**src/rtl/sram_req_arbiter.sv**
```systemverilog
// Two-to-one sram-like request arbiter: data-priority grant held until accept,
// with an in-order owner FIFO that steers each response back to its issuer.
module sram_req_arbiter #(
  parameter int OT_DEPTH = 4
) (
  input  logic        clk,
  input  logic        resetn,

  input  logic        inst_sram_req,
  input  logic        inst_sram_wr,
  input  logic [1:0]  inst_sram_size,
  input  logic [3:0]  inst_sram_wstrb,
  input  logic [31:0] inst_sram_addr,
  input  logic [31:0] inst_sram_wdata,
  output logic        inst_sram_addr_ok,
  output logic        inst_sram_data_ok,
  output logic [31:0] inst_sram_rdata,

  input  logic        data_sram_req,
  input  logic        data_sram_wr,
  input  logic [1:0]  data_sram_size,
  input  logic [3:0]  data_sram_wstrb,
  input  logic [31:0] data_sram_addr,
  input  logic [31:0] data_sram_wdata,
  output logic        data_sram_addr_ok,
  output logic        data_sram_data_ok,
  output logic [31:0] data_sram_rdata,

  output logic        out_req,
  output logic        out_wr,
  output logic [1:0]  out_size,
  output logic [3:0]  out_wstrb,
  output logic [31:0] out_addr,
  output logic [31:0] out_wdata,
  input  logic        out_addr_ok,
  input  logic        out_data_ok,
  input  logic [31:0] out_rdata,

  output logic        arb_err
);
  localparam int PW = $clog2(OT_DEPTH);
  localparam logic [PW:0]   FULL  = (PW+1)'(OT_DEPTH);
  localparam logic [PW:0]   C_ONE = 1;
  localparam logic [PW-1:0] P_ONE = 1;

  typedef struct packed {
    logic        wr;
    logic [1:0]  size;
    logic [3:0]  wstrb;
    logic [31:0] addr;
    logic [31:0] wdata;
  } sram_req_t;

  sram_req_t inst_r, data_r, gnt_r;
  logic               lock, lock_owner, grant, gnt_req, hs, pop, owner_head;
  logic [OT_DEPTH-1:0] owner_q;
  logic [PW-1:0]      wptr, rptr;
  logic [PW:0]        cnt;

  assign inst_r = {inst_sram_wr, inst_sram_size, inst_sram_wstrb, inst_sram_addr, inst_sram_wdata};
  assign data_r = {data_sram_wr, data_sram_size, data_sram_wstrb, data_sram_addr, data_sram_wdata};

  // grant: 0 = inst, 1 = data; an idle unlocked cycle defaults to inst
  assign grant   = lock ? lock_owner : data_sram_req;
  assign gnt_req = grant ? data_sram_req : inst_sram_req;
  assign gnt_r   = grant ? data_r : inst_r;

  assign out_req   = resetn & gnt_req & (cnt != FULL);
  assign out_wr    = gnt_r.wr;
  assign out_size  = gnt_r.size;
  assign out_wstrb = gnt_r.wstrb;
  assign out_addr  = gnt_r.addr;
  assign out_wdata = gnt_r.wdata;

  assign hs                = out_req & out_addr_ok;
  assign inst_sram_addr_ok = hs & ~grant;
  assign data_sram_addr_ok = hs & grant;

  // a response with nothing outstanding is dropped and only flags arb_err
  assign pop               = resetn & out_data_ok & (cnt != '0);
  assign owner_head        = owner_q[rptr];
  assign inst_sram_data_ok = pop & ~owner_head;
  assign data_sram_data_ok = pop & owner_head;
  assign inst_sram_rdata   = out_rdata;
  assign data_sram_rdata   = out_rdata;

  always_ff @(posedge clk) begin
    if (!resetn) begin
      lock       <= 1'b0;
      lock_owner <= 1'b0;
      wptr       <= '0;
      rptr       <= '0;
      cnt        <= '0;
      arb_err    <= 1'b0;
    end else begin
      if (hs) begin
        lock <= 1'b0;
        wptr <= wptr + P_ONE;
      end else if (out_req) begin
        lock       <= 1'b1;
        lock_owner <= grant;
      end
      if (pop) rptr <= rptr + P_ONE;
      case ({hs, pop})
        2'b10:   cnt <= cnt + C_ONE;
        2'b01:   cnt <= cnt - C_ONE;
        default: cnt <= cnt;
      endcase
      if (out_data_ok && cnt == '0) arb_err <= 1'b1;
    end
  end

  always_ff @(posedge clk) begin
    if (resetn && hs) owner_q[wptr] <= grant;
  end
endmodule

```
**config.mk**
```make
export PLATFORM = sky130hd
export DESIGN_NAME = sram_req_arbiter
export DESIGN_NICKNAME = d
export VERILOG_FILES = /design/src/rtl/sram_req_arbiter.sv
export SDC_FILE = /design/constraint.sdc
export NUM_CORES = 1
export LEC_CHECK = 0
export ABC_AREA = 1
export BUFFER_PORTS_ARGS = -buffer_cell sky130_fd_sc_hd__buf_2
export CORE_AREA = 2 2 126 128
export CTS_BUF_LIST = sky130_fd_sc_hd__clkbuf_8
export DETAILED_ROUTE_END_ITERATION = 8
export DIE_AREA = 0 0 128 130
export PLACE_DENSITY = 0.47
export SETUP_SLACK_MARGIN = 0.2
export SYNTH_ARGS = -nofsm -noshare
export SYNTH_HDL_FRONTEND = slang
export SYNTH_SLANG_ARGS = --single-unit
```
**constraint.sdc**
```tcl
create_clock -name clk -period 1.7 [get_ports clk]
set_input_delay 0.34 -clock clk [delete_from_list [all_inputs] [get_ports clk]]
set_output_delay 0.34 -clock clk [all_outputs]
set_load 0.02 [all_outputs]
```
## Yosys cells after proc, flatten, opt, wreduce, memory -nomap -nowiden

Cells that the tools add are included.

| storage, ports and cells | value |
|---|---|
| word-level logic and storage cells | 47 |
| output and inout port bits | 141 |
| input bits | 180 |
| register bits after elaboration | 14 |

| operators by class | value |
|---|---|
| eq/ne operators | 3 |
| muxes and demuxes | 9 |
| bitwise gates (word level) | 13 |
| add/sub/neg operators | 4 |
| reduce and logical (&&, ||, !) cells | 8 |
| order comparisons | 3 |

Operators with widths:

| cell | number |
|---|---|
| $mux W71 | 1 |
| $and A1 B1 Y1 | 9 |
| $lt A2 B3 Y1 const B | 2 |
| $pmux W3 S2 | 1 |
| $add A2 B1 Y2 const B | 2 |
| $bwmux W4 | 1 |
| $mux W1 | 4 |
| $not A1 Y1 | 4 |
| $add A3 B1 Y3 const B | 1 |
| $logic_and A1 B1 Y1 | 3 |
| $logic_not A3 Y1 | 1 |
| $ne A3 B3 Y1 const B | 1 |
| $reduce_bool A3 Y1 | 1 |
| $sub A3 B1 Y3 const B | 1 |
| $bmux W1 S2 | 1 |
| $demux W1 S2 | 1 |
| $eq A2 B1 Y1 const B | 1 |
| $eq A2 B2 Y1 const B | 1 |
| $ge A2 B1 Y1 const B | 1 |
| $reduce_and A2 Y1 | 1 |
| $reduce_bool A2 Y1 | 1 |
| $reduce_or A2 Y1 | 1 |

## Depth between registers and ports, before layout

Gate-level depths: netlist (run 1).

| logic depth | value |
|---|---|
| depth after elaboration | 7 |
| mapped depth | 13 |
| mapped depth without buffers | 13 |

## Worst setup path before layout (run 1)

No wires, ideal clock.

| timing | value |
|---|---|
| path kind | register to register |
| from | reg cnt[0] |
| to | reg cnt[2] |
| path slack | -0.088 ns |
| setup time | 0.113 ns |
| required time | 1.587 ns |
| arrival time | 1.675 ns |
| period minus slack after synthesis | 1.788 ns |
| stages on the path, launching flop included | 11 |
| buffers on the path | 0 |
| path through | dfxtp_1 nor2_2 a21oi_4 nand3_4 ha_1 inv_1 fa_1 a21oi_1 o21ai_0 nor2_1 nor2_1 |

| on the way | value |
|---|---|
| cells in the longest elaborated chain, start to end | 5 |
| elaborated cells between the ends (all ways) | 11 |
| those cells by class | 2 x add/sub; 3 x eq/ne; 1 x mux; 3 x bitwise; 2 x reduce/logical |

Ends and longest elaborated chain:

| item | RTL line | RTL |
|---|---|---|
| start, declared | 58 | `logic [PW:0] cnt;` |
| start signal, assigned | 105 | `2'b10: cnt <= cnt + C_ONE;` |
| start signal, assigned | 106 | `2'b01: cnt <= cnt - C_ONE;` |
| start signal, assigned | 107 | `default: cnt <= cnt;` |
| $ne A3 B3 Y1 | 68 | `assign out_req = resetn & gnt_req & (cnt != FULL);` |
| $and A1 B1 Y1 | 68 |  |
| $and A1 B1 Y1 | 75 | `assign hs = out_req & out_addr_ok;` |
| $eq A2 B1 Y1 / $eq A2 B2 Y1 (equally long branches) | 104 | `case ({hs, pop})` |
| $pmux W3 S2 / $reduce_bool A2 Y1 (equally long branches) | n/a |  |

Parallel ways exist; a longest one is shown, timed or not.
A chain may end at the register's enable or synchronous reset.

## Final worst setup path (run 1)

| timing | value |
|---|---|
| from | reg lock |
| to | out out_addr[1] |

| on the way | value |
|---|---|
| cells in the longest elaborated chain, start to end | 2 |

Ends and longest elaborated chain:

| item | RTL line | RTL |
|---|---|---|
| start, declared | 55 | `logic lock, lock_owner, grant, gnt_req, hs, pop, owner_head;` |
| start signal, assigned | 89 | `lock <= 1'b0;` |
| start signal, assigned | 97 | `lock <= 1'b0;` |
| start signal, assigned | 100 | `lock <= 1'b1;` |
| $mux W1 | 64 | `assign grant = lock ? lock_owner : data_sram_req;` |
| $mux W71 | 66 | `assign gnt_r = grant ? data_r : inst_r;` |
| end, declared | 33 | `output logic [31:0] out_addr,` |

No other way between the ends.

==> run_results.csv, run 1 <==
group,metric,value,unit
worst_setup_path,cp.arrival,1.50,ns
worst_setup_path,r2r_cells,14,
sta,fmax,543.6,MHz
logic_synthesis,synth_top_area_cell,"nand2_1",
worst_setup_path,cp_max_fo,9,
worst_setup_path,required,1.36,ns
clock_tree,cts_tree,"yes",
logic_synthesis,syn-num-nets,587,
logic_synthesis,syn_avg_cell_area,5.426,sq um
logic_synthesis,yosys_warnings,0,
layout,nFillCells,1745,
power_and_ir_drop,p_seq_share,15.1,%
routing,finalWirelength,9786,microns
clock_tree,cts_buffers,3,
floorplanning,initial_utilization,14.11,%
grt,grt.total_usage,9.981,%
layout,syn2layout_area_growth,87.18,%
grt,first_global_vias,2562,
clock_tree,ctsHoldBuffers,0,
layout,final_cell_mix,"nand2_1 (193), buf_2 (178), buf_4 (38), buf_6 (36), nand2_2 (24)",
sta,final-hold-violation-count,0,
placement,portBuffers,224,
worst_setup_path,cp-end-kind,"primary output",
clock_tree,clock_latency,0.25,ns
power_and_ir_drop,totalPowerFinal,2609,uW
worst_setup_path,rr_endpoint,"cnt[2]",
clock_tree,path_clk_slew,0.06,ns
outcome,violations,"negative setup slack",
power_and_ir_drop,p_sw_share,45.38,%
floorplanning,coreArea,0.01542,sq mm
routing,drc,0,
power_and_ir_drop,p_int,1425,uW
grt,grt_pass1_wl,13190,microns
clock_tree,htree_levels,1,
floorplanning,die_w,128,microns
logic_synthesis,ys_top_cells_by_area,"nand2_1 (41%), buf_4 (25%), dfxtp_1 (9.2%), edfxtp_1 (5.5%), inv_1 (4.0%)",
clock_tree,clock-sinks,14,
worst_setup_path,crit_end,"out_addr[1]",
routing,drt_iter0_markers,72,
placement,globalplace.congestion,0.7626,
routing,wire_per_inst,12.53,microns
sta,layout_worst_path_cycle_share,108.2,%
power_and_ir_drop,ir_drop,0.2175,mV
placement,dpl.hpwl,7521,microns
sta,worstMarginPinSlew,0.2161,ns
worst_setup_path,rrSetupSlack,-0.10,ns
outcome,status,"complete, but fails checks",
worst_setup_path,worst-setup-path-type,"reg2out",
sta,finalCriticalPeriod,1.839,ns
sta,setup-violations-final,75,
layout,nNetsFinal,776,
layout,diodes,0,
routing,ant_nets,0,
power_and_ir_drop,leakagePower,0.002366,uW
logic_synthesis,syn_area,0.002176,sq mm
floorplanning,num_rows,46,
worst_setup_path,regToRegStartpoint,"lock",
sta,drv_slew,0,
routing,vias,2964,
run,drv_cap,0,
clock_tree,root_buffer,"clkbuf_8",
logic_synthesis,synth_top_cell_area_share,40.89,%
worst_setup_path,worstSetupStartpointType,"flop",
power_and_ir_drop,combPwrFrac,72.1,%
power_and_ir_drop,power-per-cell-area,640.6,mW/mm^2
routing,vias_per_cell,3.795,
logic_synthesis,netlist_instances,401,
layout,final_common_cell,"nand2_1",
grt,grt_max_degree,23,
layout,drive_gt1_share,58.57,%
floorplanning,die_area,0.01664,sq mm
floorplanning,die_y,130,microns
power_and_ir_drop,p_clk_share,12.9,%
grt,antenna_found_initial,0,
clock_tree,clockBufferDepth,2,
logic_synthesis,yosysSeqAreaShare,14.72,%
worst_setup_path,crit_start,"lock",
floorplanning,ios,321,
hold_path,hold_class,"in2reg",
power_and_ir_drop,p_switching,1184,uW
logic_synthesis,ys_ff_latch,14,
sta,tns,-5.652,ns
routing,dr.pass1.iters,4,
sta,rsz0062_at_grt,"true",
sta,fin_ws,-0.1394,ns
sta,maxSlewHeadroom,85.54,%
logic_synthesis,ys_types,21,
sta,skew,0.002846,ns
grt,overflow,0,
[cell type report]
class	count	area [sq um]	share of cell area, %
sequential	14	334.1	8.203
timing repair buffer	264	1842	45.22
tap	192	240.2	5.899
inverter	25	103.9	2.550
clock buffer	4	55.05	1.352
multi-input combinational	282	1498	36.77
[worst max-delay path: stages, from the launching register on]
cell and delay [ns]:
dfxtp_4 0.36, o21ai_4 0.20, buf_8 0.20, buf_12 0.13, nand2_1 0.05, nand2_1 0.12
buf_2 0.19
[per-stage QoR]
stage               util (%)  worst slack, ns  area [sq um]  hold WS [ns]  cells
floorplan                  -          0.07808          2200        0.4478    401
global placement       20.60         -0.05196          3178        0.4412    755
detailed placement     20.60         -0.03091          3178        0.4398    755
CTS                    23.47          -0.1355          3621        0.4399    775
global route           26.40          -0.2056          4073        0.4746    781
finish                 26.40          -0.1394          4073        0.4372    781
[sequential cells by signal (all words and copies together), names as in the netlist]
register / count
rptr: 2
owner_q: 4
cnt: 3
arb_err: 1
lock: 1
lock_owner: 1
wptr: 2
[synthesized netlist by cell type (all sizes together)]
cell type and n:
edfxtp 4, nor2 16, a21oi 7, nand2 238, fa 1, clkbuf 1, o21ai 7, buf 79
inv 25, ha 5, dfxtp 10, nand3 5, nand4 3
[how the worst min path moves through the flow]
| stage | start | to | slack [ns] | depth (start not counted) |
|---|---|---|---|---|
| after floorplan | cnt[0] | cnt[0] | 0.45 | 1 |
| after global placement | arb_err | arb_err | 0.44 | 2 |
| after detailed placement | arb_err | arb_err | 0.44 | 2 |
| after CTS | out_data_ok | arb_err | 0.44 | 3 |
| after global routing | out_data_ok | arb_err | 0.47 | 3 |
| final | out_data_ok | arb_err | 0.44 | 3 |
[metal layers]
| metal | global-route usage (%) | routed length [microns] | up-vias | part of all wire [%] |
|---|---|---|---|---|
| li1 | - | - | 1512 | - |
| met1 | 12.61 | 3990 | 1307 | 41 |
| met2 | 17.36 | 4974 | 134 | 51 |
| met3 | 2.255 | 690 | 11 | 7.1 |
| met4 | 2.327 | 130 | 0 | 1.3 |
| met5 | 0 | 0 | - | 0 |
[what timing repair did]
action                                 4_1_cts  5_1_grt
endpoints found under the hold margin        0        0
pin swaps                                    7       20
setup endpoints to repair                   78       83
resized for setup                           75      115
cloned                                       3        3
setup buffers                               13        3
[power by group through the flow]
stage	combinational [uW]	sequential [uW]	clock, uW
5_1_grt	2040	396	347
3_3_place_gp	1390	399	0
6_report	1880	393	336
2_1_floorplan	1010	400	0
4_1_cts	1630	392	344
3_5_place_dp	1390	400	0
[cells by family after synthesis]
family          Yosys count  synth area share [%]
fa+ha+maj                 6                 3.795
buf+inv                 105                 30.94
compound gates           14                 3.910
simple gates            262                 46.64
flops                    14                 14.72
(Power assumes the default switching activity.)
==> run 2: changes to the inputs <==
--- a/config.mk
+++ b/config.mk
@@ -11,6 +11,7 @@
 export CTS_BUF_LIST = sky130_fd_sc_hd__clkbuf_8
 export DETAILED_ROUTE_END_ITERATION = 8
 export DIE_AREA = 0 0 128 130
+export MAX_ROUTING_LAYER = met4
 export PLACE_DENSITY = 0.47
 export SETUP_SLACK_MARGIN = 0.2
 export SYNTH_ARGS = -nofsm -noshare
==> run 2 against run 1 <==
  * The flow still finishes with violations (negative setup slack)
  * Core utilization unchanged
  * Final cell count unchanged
  * Flip-flop and latch count unchanged
  * Sequential share of layout area unchanged
  * Combinational power about the same
  * Maximum frequency decreased by 0.97%
  * Wire length about the same
  * Via count increased by 0.40%
  * Design area unchanged
  * Critical path type unchanged
  * Largest cell class unchanged
==> run_results.csv, run 2 (synthesized netlist as in run 1, its figures left out) <==
group,metric,value,unit
routing,dr.pass1.iters,4,
routing,wire_per_inst,12.54,microns
worst_setup_path,slowest_stage,"dfxtp_4",
power_and_ir_drop,p_switching,1183,uW
placement,globalplace.congestion,0.7727,
layout,regArea,334.1,sq um
clock_tree,cts_buffers,3,
layout,reg_top3,"owner_q: 4 flops, cnt: 3 flops",
grt,overflow,0,
layout,final_cell_area,0.004073,sq mm
power_and_ir_drop,leakagePower,0.002366,uW
layout,final_cell_mix,"nand2_1 (193), buf_2 (178), buf_4 (38), buf_6 (36), nand2_2 (24)",
routing,drc,0,
worst_setup_path,crit_family,"buffers and inverters",
run,drv_cap,0,
grt,grt_max_degree,23,
layout,drive_gt1_share,58.57,%
sta,skew,0.001475,ns
worst_setup_path,required,1.36,ns
grt,antenna_found_initial,0,
routing,vias,2976,
sta,tns,-5.814,ns
clock_tree,ctsHoldBuffers,0,
layout,nFillCells,1745,
sta,maxSlewHeadroom,85.54,%
routing,vias_per_cell,3.810,
clock_tree,root_buffer,"clkbuf_8",
power_and_ir_drop,p_sw_share,45.36,%
layout,final_common_cell,"nand2_1",
worst_setup_path,crit_path_max_incr_delay,0.36,ns
floorplanning,die_y,130,microns
sta,drv_slew,0,
power_and_ir_drop,ir_drop,0.2168,mV
layout,finish.utilization,26.40,%
power_and_ir_drop,power-per-cell-area,640.5,mW/mm^2
floorplanning,die_w,128,microns
worst_setup_path,path_buf_inv,3,
placement,portBuffers,224,
sta,final-hold-violation-count,0,
clock_tree,clock-sinks,14,
worst_setup_path,cp_max_fo,9,
worst_setup_path,worst-setup-path-type,"reg2out",
placement,dpl_cell_area,0.003178,sq mm
grt,grt_pass1_wl,13170,microns
floorplanning,ios,321,
sta,rsz0062_at_grt,"true",
worst_setup_path,crit_chain,"o21ai_4 -> buf_8 -> buf_12 -> nand2_1 -> nand2_1 -> buf_2",
power_and_ir_drop,combPwrFrac,72.1,%
clock_tree,cts_tree,"yes",
routing,drt_iter0_markers,77,
placement,dpl.hpwl,7521,microns
layout,nNetsFinal,776,
grt,first_global_vias,2563,
hold_path,hold_class,"in2reg",
sta,setup-violations-final,75,
placement,placedCellCount,755,
floorplanning,die_area,0.01664,sq mm
layout,multi_input_area,0.001498,sq mm
worst_setup_path,worstSetupStartpointType,"flop",
worst_setup_path,cp.arrival,1.52,ns
clock_tree,path_clk_slew,0.06,ns
sta,finalCriticalPeriod,1.857,ns
clock_tree,clock_latency,0.25,ns
layout,syn2layout_area_growth,87.18,%
outcome,status,"complete, but fails checks",
worst_setup_path,cp-end-kind,"primary output",
layout,regMostFlops,"owner_q",
sta,layout_worst_path_cycle_share,109.3,%
floorplanning,num_rows,46,
power_and_ir_drop,p_int,1425,uW
layout,fin_cells,781,
routing,ant_nets,0,
power_and_ir_drop,p_clk_share,12.8,%
sta,fin_ws,-0.1574,ns
outcome,violations,"negative setup slack",
worst_setup_path,crit_top_cell,"nand2_1",
clock_tree,htree_levels,1,
layout,diodes,0,
clock_tree,clockBufferDepth,2,
routing,finalWirelength,9790,microns
floorplanning,coreArea,0.01542,sq mm
floorplanning,initial_utilization,14.11,%
sta,worstMarginPinSlew,0.2161,ns
sta,fmax,538.4,MHz
grt,grt.total_usage,10.28,%
power_and_ir_drop,p_seq_share,15.1,%
layout,largest_reg_flops,4,
run 2: cell counts in the layout (fill, tap and decap cells not counted):
No cell type changed its count.
run 2: worst paths after layout:
check | start | endpoint | slack, ns | cells after the start
min | out_data_ok | arb_err | 0.44 | 3
max reg2reg | lock | cnt[2] | -0.10 | 14
min reg2reg | arb_err | arb_err | 0.45 | 2
max | lock | out_addr[1] | -0.16 | 6
run 2: power by group through the flow:
| stage | registers [uW] | clock network (uW) | logic, uW |
|---|---|---|---|
| 4_1_cts | 392 | 344 | 1630 |
| 6_report | 393 | 335 | 1880 |
| 3_5_place_dp | 400 | 0 | 1390 |
| 2_1_floorplan | 400 | 0 | 1010 |
| 5_1_grt | 396 | 350 | 2040 |
| 3_3_place_gp | 399 | 0 | 1390 |
run 2: cell type report:
| type | instances | share of cell area [%] |
|---|---|---|
| well taps | 192 | 5.899 |
| flip-flops and latches | 14 | 8.203 |
| inverters | 25 | 2.550 |
| clock buffers | 4 | 1.352 |
| multi-input cells | 282 | 36.77 |
| repair buffers | 264 | 45.22 |
run 2: timing repair:
action	in CTS	in global routing
setup endpoints to repair	78	83
setup buffers	13	3
pin swaps	7	20
gates resized for setup	75	115
gates cloned	3	3
run 2: layer usage:
metal	GRT usage, %	up-vias	share of wire, %
met4	2.392	0	1.4
met1	12.71	1312	41
met5	-	-	0
met3	2.132	13	6.6
met2	17.30	138	51
li1	-	1513	-
run 2: through the flow:
stage | setup WS [ns] | hold slack [ns] | total power [uW]
2_1_floorplan | 0.07808 | 0.4478 | 1408
3_3_place_gp | -0.05196 | 0.4412 | 1793
3_5_place_dp | -0.03091 | 0.4398 | 1789
4_1_cts | -0.1355 | 0.4399 | 2369
5_1_grt | -0.2056 | 0.4723 | 2783
6_report | -0.1574 | 0.4377 | 2608
run 2: worst min-delay path, delay by kind of cell:
kind,cells,cell delay (ns)
compound gates,1,0.16
simple gates,1,0.09
buf+inv,1,0.07
==> run 3: changes to the inputs <==
--- a/config.mk
+++ b/config.mk
@@ -14,6 +14,7 @@
 export MAX_ROUTING_LAYER = met4
 export PLACE_DENSITY = 0.47
 export SETUP_SLACK_MARGIN = 0.2
+export SKIP_LAST_GASP = 1
 export SYNTH_ARGS = -nofsm -noshare
 export SYNTH_HDL_FRONTEND = slang
 export SYNTH_SLANG_ARGS = --single-unit
==> run 3 against run 2 <==
  * Flip-flop and latch count unchanged
  * Hold slack about the same
  * Maximum frequency increased by 0.33%
  * Critical endpoint unchanged
  * Global-route usage unchanged
  * Power decreased by 2.3%
  * The run still ends with negative setup slack left
  * Design area decreased by 2.5%
==> run_results.csv, run 3 (synthesized netlist as in run 1, its figures left out) <==
group,metric,value,unit
outcome,status,"complete, but fails checks",
outcome,violations,"negative setup slack",
hold_path,hold_class,"in2reg",
worst_setup_path,regToRegStartpoint,"lock",
layout,syn2layout_area_growth,82.40,%
routing,wl_met3,638,microns
routing,finalWirelength,9720,microns
floorplanning,num_rows,46,
worst_setup_path,crit_cells,6,
sta,fin_ws,-0.1512,ns
layout,fin_cells,781,
sta,drv_slew,0,
layout,reg_top3,"owner_q: 4 flops, cnt: 3 flops",
clock_tree,clock-sinks,14,
clock_tree,path_clk_slew,0.06,ns
floorplanning,die_y,130,microns
worst_setup_path,rrSetupSlack,-0.10,ns
routing,wire_per_inst,12.45,microns
worst_setup_path,required,1.36,ns
hold_path,whs_endpoint,"arb_err",
worst_setup_path,rr_endpoint,"cnt[2]",
floorplanning,initial_utilization,14.11,%
worst_setup_path,slowest_stage,"dfxtp_4",
worst_setup_path,worstSetupStartpointType,"flop",
hold_path,whs_path_depth,3,
floorplanning,coreArea,0.01542,sq mm
clock_tree,htree_levels,1,
grt,first_global_vias,2580,
placement,pre_cts_slack,-0.03091,ns
routing,vias_per_cell,3.754,
sta,worstMarginPinSlew,0.2162,ns
clock_tree,cts_tree,"yes",
layout,largest_reg_flops,4,
clock_tree,clockBufferDepth,2,
worst_setup_path,cp.arrival,1.51,ns
grt,grt_max_degree,23,
routing,dr.pass1.iters,4,
layout,final_cell_area,0.003969,sq mm
grt,overflow,0,
routing,met2_length,4998,microns
placement,placedCellCount,755,
sta,fmax,540.2,MHz
sta,hold_slack,0.4374,ns
grt,grt_pass1_wl,13170,microns
power_and_ir_drop,totalPowerFinal,2549,uW
floorplanning,die_area,0.01664,sq mm
floorplanning,ios,321,
routing,vias,2932,
sta,layout_worst_path_cycle_share,108.9,%
placement,portBuffers,224,
sta,maxSlewHeadroom,85.53,%
power_and_ir_drop,ir_drop,0.2121,mV
clock_tree,clock_latency,0.25,ns
grt,grt.total_usage,10.28,%
worst_setup_path,crit_family,"buffers and inverters",
layout,drive_gt1_share,56.88,%
clock_tree,cts_buffers,3,
layout,nFillCells,1758,
worst_setup_path,crit_top_cell,"nand2_1",
routing,wl_met1,3997,microns
layout,diodes,0,
placement,globalplace.congestion,0.7727,
sta,finalCriticalPeriod,1.851,ns
power_and_ir_drop,leakagePower,0.002330,uW
worst_setup_path,crit_chain,"o21ai_4 -> buf_8 -> buf_12 -> nand2_1 -> nand2_1 -> buf_2",
clock_tree,root_buffer,"clkbuf_8",
hold_path,hp-start,"out_data_ok",
sta,setup-violations-final,75,
layout,regMostFlops,"owner_q",
sta,final-hold-violation-count,0,
worst_setup_path,worst-setup-path-type,"reg2out",
routing,ant_nets,0,
sta,rsz0062_at_grt,"true",
worst_setup_path,crit_path_max_incr_delay,0.36,ns
placement,dpl.hpwl,7521,microns
worst_setup_path,path_buf_inv,3,
floorplanning,die_w,128,microns
worst_setup_path,cp-end-kind,"primary output",
layout,final_cell_mix,"nand2_1 (200), buf_2 (184), buf_4 (39), buf_6 (29), nand2_2 (21)",
clock_tree,ctsHoldBuffers,0,
grt,antenna_found_initial,0,
power_and_ir_drop,power-per-cell-area,642.3,mW/mm^2
placement,dpl_cell_area,0.003178,sq mm
layout,regArea,334.1,sq um
layout,final_common_cell,"nand2_1",
routing,drc,0,
routing,highest_layer,"met4",
worst_setup_path,r2r_cells,14,
routing,drt_iter0_markers,97,
layout,multi_input_area,0.001443,sq mm
layout,nNetsFinal,776,
sta,skew,0.001399,ns
worst_setup_path,cp_max_fo,9,
run,drv_cap,0,
-- run 3: cell counts in the layout (fill, tap and decap cells not counted) --
No cell type changed its count.
-- run 3: power breakdown --
group	internal, uW	switching, uW
Sequential	372	21.1
Clock	206	130
Combinational	811	1010
Total	1390	1160
-- run 3: repair_timing --
action	CTS	global route
cloned	3	3
gates resized for setup	58	101
setup endpoints to repair	78	83
pin swaps	7	19
setup buffers	13	3
-- run 3: layer usage --
metal  vias to the layer above  track usage, %
met2                       129           17.36
met1                      1283           12.63
met5                         -               -
met3                         9           2.173
li1                       1511               -
met4                         0           2.392
-- run 3: final cells by class --
cell class	count	share of cell area (%)
clock buffers	4	1.387
inverters	25	2.554
multi-input cells	282	36.35
flip-flops and latches	14	8.417
well taps	192	6.053
repair buffers	264	45.24
-- run 3: per-stage QoR --
stage	TNS [ns]	util (%)
after floorplan	0	-
after global routing	-11.28	25.73
after global placement	-0.3400	20.60
final	-5.817	25.73
after detailed placement	-0.1305	20.60
after CTS	-7.279	23.11
-- run 3: worst reg2reg max path, stage by stage, from the launching register on --
cell	delay (ns)
dfxtp_4	0.36
buf_4	0.13
inv_2	0.04
nand2_1	0.06
nand3_2	0.06
nand2_2	0.08
nand3_4	0.10
ha_4	0.13
inv_2	0.04
fa_2	0.34
a21oi_2	0.11
o21ai_1	0.08
nand2_1	0.06
nand2_1	0.04
nor2_1	0.10
-- run 3: worst max-delay path by stage --
| stage | startpoint | endpoint | slack, ns |
|---|---|---|---|
| floorplan | lock | cnt[2] | 0.08 |
| global placement | data_sram_req | cnt[2] | -0.05 |
| detailed placement | data_sram_req | out_wdata[2] | -0.03 |
| CTS | lock | out_addr[1] | -0.14 |
| global route | lock | out_wstrb[0] | -0.21 |
| finish | lock | out_addr[1] | -0.15 |
